===== config.mk =====
export PLATFORM = sky130hd
export DESIGN_NAME = regfile_write_arbiter
export DESIGN_NICKNAME = d
export VERILOG_FILES = /design/src/rtl/regfile_write_arbiter.sv
export SDC_FILE = /design/constraint.sdc
export NUM_CORES = 1
export LEC_CHECK = 0
export CORE_ASPECT_RATIO = 1.5
export CORE_MARGIN = 10
export CORE_UTILIZATION = 41
export DETAILED_ROUTE_END_ITERATION = 10
export DONT_BUFFER_PORTS = 1
export HOLD_SLACK_MARGIN = 0.15
export PLACE_DENSITY = 0.66
export SETUP_SLACK_MARGIN = 0.1
export SLEW_MARGIN = 20
export SYNTH_ARGS = -nofsm -noshare
export SYNTH_HDL_FRONTEND = slang
export SYNTH_SLANG_ARGS = --single-unit
export TNS_END_PERCENT = 100

===== constraint.sdc =====
create_clock -name clk -period 6.4 [get_ports clk]
set_input_delay 0.64 -clock clk [delete_from_list [all_inputs] [get_ports clk]]
set_output_delay 0.64 -clock clk [all_outputs]
set_load 0.01 [all_outputs]

===== src/rtl/regfile_write_arbiter.sv =====
// Round-robin arbiter sharing the register file write port among NUM_REQ requesters.
// Supports locked bursts, and drives the write port from a registered stage.
module regfile_write_arbiter #(
    parameter int NUM_REQ = 4,
    parameter int DATA_W  = 16,
    parameter int ADDR_W  = 4,
    localparam int ID_W   = (NUM_REQ > 1) ? $clog2(NUM_REQ) : 1
) (
    input  logic                        clk,
    input  logic                        rst_n,
    input  logic                        hold,
    input  logic [NUM_REQ-1:0]          req_valid,
    input  logic [NUM_REQ-1:0]          req_lock,
    input  logic [NUM_REQ*ADDR_W-1:0]   req_dest,
    input  logic [NUM_REQ*DATA_W-1:0]   req_data,
    output logic [NUM_REQ-1:0]          req_ready,
    output logic                        rf_write_e,
    output logic [ADDR_W-1:0]           rf_write_dest,
    output logic [DATA_W-1:0]           rf_write_data,
    output logic [ID_W-1:0]             grant_id,
    output logic                        lock_active
);

    typedef enum logic {
        ARB,
        LOCKED
    } state_t;

    localparam logic [ID_W:0] NUM_REQ_W = (ID_W + 1)'(NUM_REQ);

    state_t             fsm_q, fsm_d;
    logic [ID_W-1:0]    rr_ptr_q, rr_ptr_d;
    logic [ID_W-1:0]    owner_q, owner_d;
    logic               we_q, we_d;
    logic [ADDR_W-1:0]  dest_q, dest_d;
    logic [DATA_W-1:0]  data_q, data_d;
    logic [ID_W-1:0]    gid_q, gid_d;

    logic [ADDR_W-1:0]  dest_arr [NUM_REQ];
    logic [DATA_W-1:0]  data_arr [NUM_REQ];
    logic               grant_found;
    logic [ID_W-1:0]    grant_idx;
    logic [ID_W:0]      cand;
    logic               fire;

    genvar gi;
    generate
        for (gi = 0; gi < NUM_REQ; gi++) begin : g_unpack
            assign dest_arr[gi] = req_dest[gi*ADDR_W +: ADDR_W];
            assign data_arr[gi] = req_data[gi*DATA_W +: DATA_W];
        end
    endgenerate

    // Grant selection: the owner alone while locked, else first valid after rr_ptr.
    always_comb begin
        grant_found = 1'b0;
        grant_idx   = '0;
        cand        = '0;
        if (fsm_q == LOCKED) begin
            if (req_valid[owner_q]) begin
                grant_found = 1'b1;
                grant_idx   = owner_q;
            end
        end else begin
            for (int k = 1; k <= NUM_REQ; k++) begin
                cand = {1'b0, rr_ptr_q} + (ID_W + 1)'(k);
                if (cand >= NUM_REQ_W) begin
                    cand = cand - NUM_REQ_W;
                end
                if (!grant_found && req_valid[cand[ID_W-1:0]]) begin
                    grant_found = 1'b1;
                    grant_idx   = cand[ID_W-1:0];
                end
            end
        end
    end

    assign fire = rst_n && !hold && grant_found;

    always_comb begin
        req_ready = '0;
        if (fire) begin
            req_ready[grant_idx] = 1'b1;
        end
    end

    always_comb begin
        fsm_d    = fsm_q;
        rr_ptr_d = rr_ptr_q;
        owner_d  = owner_q;
        we_d     = fire;
        dest_d   = dest_q;
        data_d   = data_q;
        gid_d    = gid_q;
        if (fire) begin
            rr_ptr_d = grant_idx;
            dest_d   = dest_arr[grant_idx];
            data_d   = data_arr[grant_idx];
            gid_d    = grant_idx;
            if (fsm_q == ARB) begin
                if (req_lock[grant_idx]) begin
                    owner_d = grant_idx;
                    fsm_d   = LOCKED;
                end
            end else if (!req_lock[grant_idx]) begin
                fsm_d = ARB;
            end
        end
    end

    always_ff @(posedge clk) begin
        if (!rst_n) begin
            fsm_q    <= ARB;
            rr_ptr_q <= ID_W'(NUM_REQ - 1);
            owner_q  <= '0;
            we_q     <= 1'b0;
            dest_q   <= '0;
            data_q   <= '0;
            gid_q    <= '0;
        end else begin
            fsm_q    <= fsm_d;
            rr_ptr_q <= rr_ptr_d;
            owner_q  <= owner_d;
            we_q     <= we_d;
            dest_q   <= dest_d;
            data_q   <= data_d;
            gid_q    <= gid_d;
        end
    end

    assign rf_write_e    = we_q;
    assign rf_write_dest = dest_q;
    assign rf_write_data = data_q;
    assign grant_id      = gid_q;
    assign lock_active   = (fsm_q == LOCKED);

endmodule


==> impl_metrics.csv, run 1 <==
group,metric,value,unit
run_status,status,"complete, no violations",
drt,wire_per_inst,23.39,um
power,powerDensity,327.8,nW/um^2
drt,drc_errors,0,
drt,wl,5192,um
finish,diodes,0,
drt,ant_nets,0,
sta,setup_viol,0,
logic_synthesis,ys_warn_count,0,
logic_synthesis,avgSynthCellArea,9.425,sq um
logic_synthesis,synth_ff_type,"dfxtp_1",
finish,stdcell_area,1773,sq um
placement,dp_hpwl,4271,um
sta,slew_headroom,39.33,%
setup_path,crit_arrival,2.50,ns
finish,layout_commonest_cell,"mux2i_1",
setup_path,critPathMaxFanout,29,
sta,setup_tns,0,ns
grt,antenna_found_initial,0,
grt,grt_pass1_vias,1516,
placement,placed_cell_area,1732,sq um
logic_synthesis,ys_seq_area_share,32.32,%
clock_tree,cts-root-buf,"clkbuf_8",
clock_tree,clockBufferDepth,2,
setup_path,worstPathRequired,5.76,ns
clock_tree,cts_setup_buffers,0,
sta,finalMaxSlewViolations,0,
job,cap_violations,0,
finish,multi_input_area,1085,sq um
clock_tree,cts_resized,0,
power,p_leak,0.8558,nW
sta,rsz0062_at_grt,"false",
worst_hold_path,worstHoldPathCells,2,
clock_tree,cts_sinks,28,
floorplan,die-area,7284,sq um
clock_tree,cts_buffers,3,
logic_synthesis,ys_types,33,
drt,drt-pass1-iter-count,4,
sta,skew,0.004227,ns
finish,syn2layout_area_growth,2.237,%
setup_path,critPathKind,"reg -> out",
logic_synthesis,synth_edf_count,0,
grt,grt_max_degree,30,
floorplan,io_pins,119,
finish,drive_gt1_share,5.650,%
placement,portBuffers,0,
sta,worstMarginPinSlew,0.9060,ns
floorplan,dieHeight,99.65,um
clock_tree,clk_pin_slew,0.09,ns
logic_synthesis,async_flop_share,0,%
sta,hold_viol,0,
sta,fin_crit_sh,49.05,%
clock_tree,htreeDepth,1,
worst_hold_path,worst_hold_path_type,"reg -> reg",
placement,gp_congestion,0.7229,
setup_path,rrSetupSlack,3.77,ns
sta,max_freq,318.6,MHz
logic_synthesis,synth_seq_cells,28,
drt,vias,1422,
grt,grt_use_total,13.10,%
floorplan,rows,28,
logic_synthesis,syn-num-nets,275,
finish,final_cell_mix,"43 x mux2i_1, 28 x dfxtp_1, 22 x o22ai_1",
worst_hold_path,min_from,"owner_q[1]",
clock_tree,cts_tree,"built",
sta,post-route-min-period,3.139,ns
logic_synthesis,post_synth_inst_count,184,
setup_path,worst_setup_path_end_kind,"output port",
setup_path,start_kind,"flip-flop",
logic_synthesis,syn_area,1734,sq um
worst_hold_path,worstHoldEndpoint,"owner_q[1]",
finish,regArea,560.5,sq um
placement,placedCellCount,219,
finish,layout.nets,270,
power,vdd_ir_drop_max,0.0001691,V
sta,holdWs,0.4816,ns
drt,routed_via_density,6.405,
drt,drt-initial-drc-count,58,
clock_tree,clk_latency,0.27,ns
grt,grt-ovfl-total,0,
finish,fillCellCount,396,
finish,fin_cells,222,
setup_path,r2r_start,"rr_ptr_q[0]",
grt,grt_pass1_wl,7728,um
floorplan,initial_utilization,43.04,%
floorplan,core,4029,sq um
setup_path,reg2reg_depth,8,
setup_path,reg2reg_to,"owner_q[0]",
clock_tree,cts_hold_buf,0,
floorplan,die_x,73.10,um
-- cells by family (layout without fill, tap and decap cells) --
group                  after synthesis  after routing  share of synthesized area [%]
multiplexers                        44             44                          25.69
flip-flops                          28             28                          32.32
AND/OR/NAND/NOR                     35             35                          10.68
AO/OA/AOI/OAI                       61             61                          26.05
buffers and inverters               16              9                          5.267
-- cells in the mapped netlist (2+ instances only) --
master    instances  area [sq um]
mux2i_1          43         430.4
dfxtp_1          28         560.5
o22ai_1          22         137.6
a21o_1           20         150.1
nand2_1          10         37.54
clkbuf_1          7         26.28
nor2_1            7         26.28
buf_6             4         45.04
inv_1             4         15.01
nor2b_1           4         25.02
a21oi_1           3         15.01
nand3b_1          3         22.52
o211a_1           3         30.03
o21ai_0           3         15.01
a21boi_0          2         15.01
and2_1            2         12.51
nand2b_1          2         12.51
o211ai_1          2         15.01
-- sequential cells by signal (all words and copies together) (netlist names) --
| name | flops |
|---|---|
| grant_id | 2 |
| lock_active | 1 |
| owner_q | 2 |
| rf_write_data | 16 |
| rf_write_dest | 4 |
| rf_write_e | 1 |
| rr_ptr_q | 2 |
-- layer usage --
layer  GRT usage (%)  share of wire [%]  vias up  wire, um
li1                -                  -      676         -
met2           24.22                 56       57      2920
met3           4.478                8.2        4       426
met1           13.04                 35      685      1794
met4           3.959               0.98        0        51
met5               0                  0        -         0
-- worst max path at each step --
| stage | from | to | slack (ns) | depth (start not counted) |
|---|---|---|---|---|
| floorplan | req_valid[1] | req_ready[2] | 3.48 | 9 |
| global placement | req_valid[1] | req_ready[2] | 3.51 | 7 |
| detailed placement | req_valid[1] | req_ready[2] | 3.43 | 7 |
| CTS | rr_ptr_q[0] | req_ready[2] | 3.29 | 7 |
| global route | rr_ptr_q[0] | req_ready[2] | 3.02 | 7 |
| finish | rr_ptr_q[0] | req_ready[2] | 3.26 | 7 |
-- report_power, final --
part           total (mW)  leakage [nW]  switching [mW]  internal (mW)
clock network      0.0942        0.0216          0.0520         0.0422
logic               0.219         0.603           0.110          0.108
registers           0.268         0.231          0.0535          0.215
-- layout make-up --
type | instances | share of cell area [%]
Clock buffer | 3 | 2.329
Timing Repair Buffer | 2 | 0.8469
Inverter | 4 | 0.8469
Multi-Input combinational cell | 140 | 61.19
Sequential cell | 28 | 31.62
Tap cell | 45 | 3.176
-- critical path: stages (launching register included) --
cell and delay [ns]:
dfxtp_1 0.43, nor2b_1 0.20, nand3b_1 0.09, a311oi_1 0.44, or2_1 0.16, buf_4 0.37, nand2_2 0.23, nor2_1 0.28
-- per-stage QoR --
| stage | util, % | total power, mW | setup slack (ns) |
|---|---|---|---|
| after detailed placement | 42.98 | 0.4951 | 3.429 |
| after global placement | 42.98 | 0.4841 | 3.507 |
| after CTS | 44.01 | 0.5903 | 3.294 |
| after global routing | 44.01 | 0.6183 | 3.016 |
| final | 44.01 | 0.5812 | 3.261 |
| after floorplan | - | 0.4629 | 3.480 |
(Power assumes the default switching activity.)
==> inputs of run 2 (changes only) <==
- PLACE_DENSITY: 0.66 -> 0.68
- clock period: 6.4 -> 2.75 ns (I/O delays scaled with it)
==> run 2 against run 1 <==
Power grew to 2.5 times the previous value. Cell count grew 1.4%. Non-clock buffer count grew 2. Sequential share of layout area shrank 1.3 points. Clock power grew to 3.4 times the previous value. Global-route usage shrank 0.83 points. Sequential power grew 130%. Die area is the same. Critical path depth shrank 1. Register-to-register slack lost 3.4 ns. Worst hold slack lost 0.20 ns. Clock skew grew 0.0068 ns. Critical path type unchanged.
==> impl_metrics.csv, run 2 (synthesis gave the netlist of run 1 again) <==
group,metric,value,unit
finish,fillCellCount,399,
power,clock_power_share,21.7,%
finish,syn2layout_area_growth,6.710,%
worst_hold_path,worst_hold_path_type,"in -> reg",
drt,drt-initial-drc-count,51,
clock_tree,cts_setup_buffers,0,
floorplan,initial_utilization,43.04,%
placement,gp_congestion,0.7786,
sta,worstMarginPinSlew,0.5633,ns
setup_path,worstPathRequired,2.48,ns
placement,dp_hpwl,4103,um
clock_tree,htreeDepth,1,
sta,hold_viol,0,
sta,setup_viol,0,
sta,finalMaxSlewViolations,0,
power,vdd_ir_drop_max,0.0004093,V
power,powerDensity,798.0,nW/um^2
setup_path,worst_setup_path_end_kind,"output port",
clock_tree,clk_latency,0.27,ns
drt,routed_via_density,6.316,
power,internal_power,0.9630,mW
floorplan,die-area,7284,sq um
sta,slew_headroom,62.45,%
finish,diodes,0,
clock_tree,cts_buffers,3,
clock_tree,cts_tree,"built",
power,swShare,34.79,%
finish,regArea,561.8,sq um
finish,stdcell_area,1851,sq um
finish,drive_gt1_share,8.333,%
sta,max_freq,401.7,MHz
placement,portBuffers,0,
placement,placed_cell_area,1739,sq um
grt,grt_max_degree,27,
power,p_leak,0.8842,nW
power,combPwrFrac,35.8,%
setup_path,start_kind,"flip-flop",
sta,setup_tns,0,ns
drt,wl,4967,um
clock_tree,cts_sinks,28,
sta,setup_ws,0.2604,ns
finish,largest_reg_flops,16,
drt,drt-pass1-iter-count,4,
grt,grt_use_total,12.27,%
floorplan,die_x,73.10,um
floorplan,io_pins,119,
sta,rsz0062_at_grt,"false",
setup_path,critPathKind,"reg -> out",
finish,layout_commonest_cell,"mux2i_1",
job,cap_violations,0,
worst_hold_path,min_from,"req_data[29]",
power,p_seq_share,42.4,%
sta,fin_crit_sh,90.53,%
drt,vias,1421,
clock_tree,cts-root-buf,"clkbuf_8",
power,switching_power,0.5137,mW
drt,ant_nets,0,
placement,pre_cts_ws,0.4181,ns
grt,antenna_found_initial,0,
finish,multi_input_area,1106,sq um
floorplan,core,4029,sq um
setup_path,critPathLaunch,"rr_ptr_q[0]",
floorplan,rows,28,
sta,post-route-min-period,2.490,ns
drt,drc_errors,0,
setup_path,r2r_start,"rr_ptr_q[0]",
grt,grt_pass1_vias,1504,
floorplan,dieHeight,99.65,um
drt,wire_per_inst,22.08,um
grt,grt_pass1_wl,7362,um
setup_path,crit_arrival,2.21,ns
finish,final_cell_mix,"43 x mux2i_1, 27 x dfxtp_1, 22 x o22ai_1",
finish,layout.nets,272,
grt,grt-ovfl-total,0,
setup_path,critPathMaxFanout,26,
run_status,status,"complete, no violations",
clock_tree,clockBufferDepth,2,
clock_tree,clk_pin_slew,0.10,ns
sta,skew,0.01105,ns
sta,holdWs,0.2803,ns
run 2: per-layer routing:
metal / up-vias / global-route usage [%] / routed length, um
met5: - / 0 / 0
met4: 0 / 4.545 / 36
met3: 2 / 5.871 / 542
met2: 82 / 21.04 / 2593
met1: 654 / 12.36 / 1795
li1: 683 / - / -
run 2: worst max-delay path, cell delays in order (launching register included):
cell,delay (ns)
dfxtp_1,0.37
or3b_1,0.43
a2111oi_4,0.31
a311oi_2,0.10
or2_4,0.29
buf_8,0.19
and3_1,0.25
run 2: final cells by class:
type	instances	area share, %
multi-input combinational	140	59.77
sequential	28	30.36
tap	45	3.043
clock buffer	3	2.231
timing repair buffer	4	2.164
clock inverter	1	1.623
inverter	4	0.8114
run 2: metrics by stage:
stage / std cells / power [mW] / util, %
2_1_floorplan: 184 / 1.077 / -
3_3_place_gp: 220 / 1.138 / 43.17
3_5_place_dp: 220 / 1.150 / 43.17
4_1_cts: 225 / 1.480 / 45.19
5_1_grt: 225 / 1.570 / 45.93
6_report: 225 / 1.477 / 45.93
run 2: timing repair:
| action | CTS | global route |
|---|---|---|
| hold endpoints to repair | 4 | 0 |
| hold buffers | 1 | 0 |
| setup endpoints to repair | 0 | 3 |
| gates resized for setup | 0 | 6 |
run 2: power groups by stage:
stage / combinational (mW) / sequential (mW) / clock, mW
final: 0.529 / 0.627 / 0.321
after floorplan: 0.474 / 0.604 / 0
after global routing: 0.580 / 0.643 / 0.347
after detailed placement: 0.514 / 0.636 / 0
after global placement: 0.502 / 0.636 / 0
after CTS: 0.516 / 0.628 / 0.336
run 2: path summary, 6_finish.rpt:
path / slack (ns) / endpoint / cells after the start
worst max-delay path: 0.26 / req_ready[3] / 6
worst min-delay path: 0.28 / rf_write_data[13] / 3
worst min register to register: 0.48 / owner_q[1] / 2
worst max register to register: 0.39 / owner_q[0] / 7
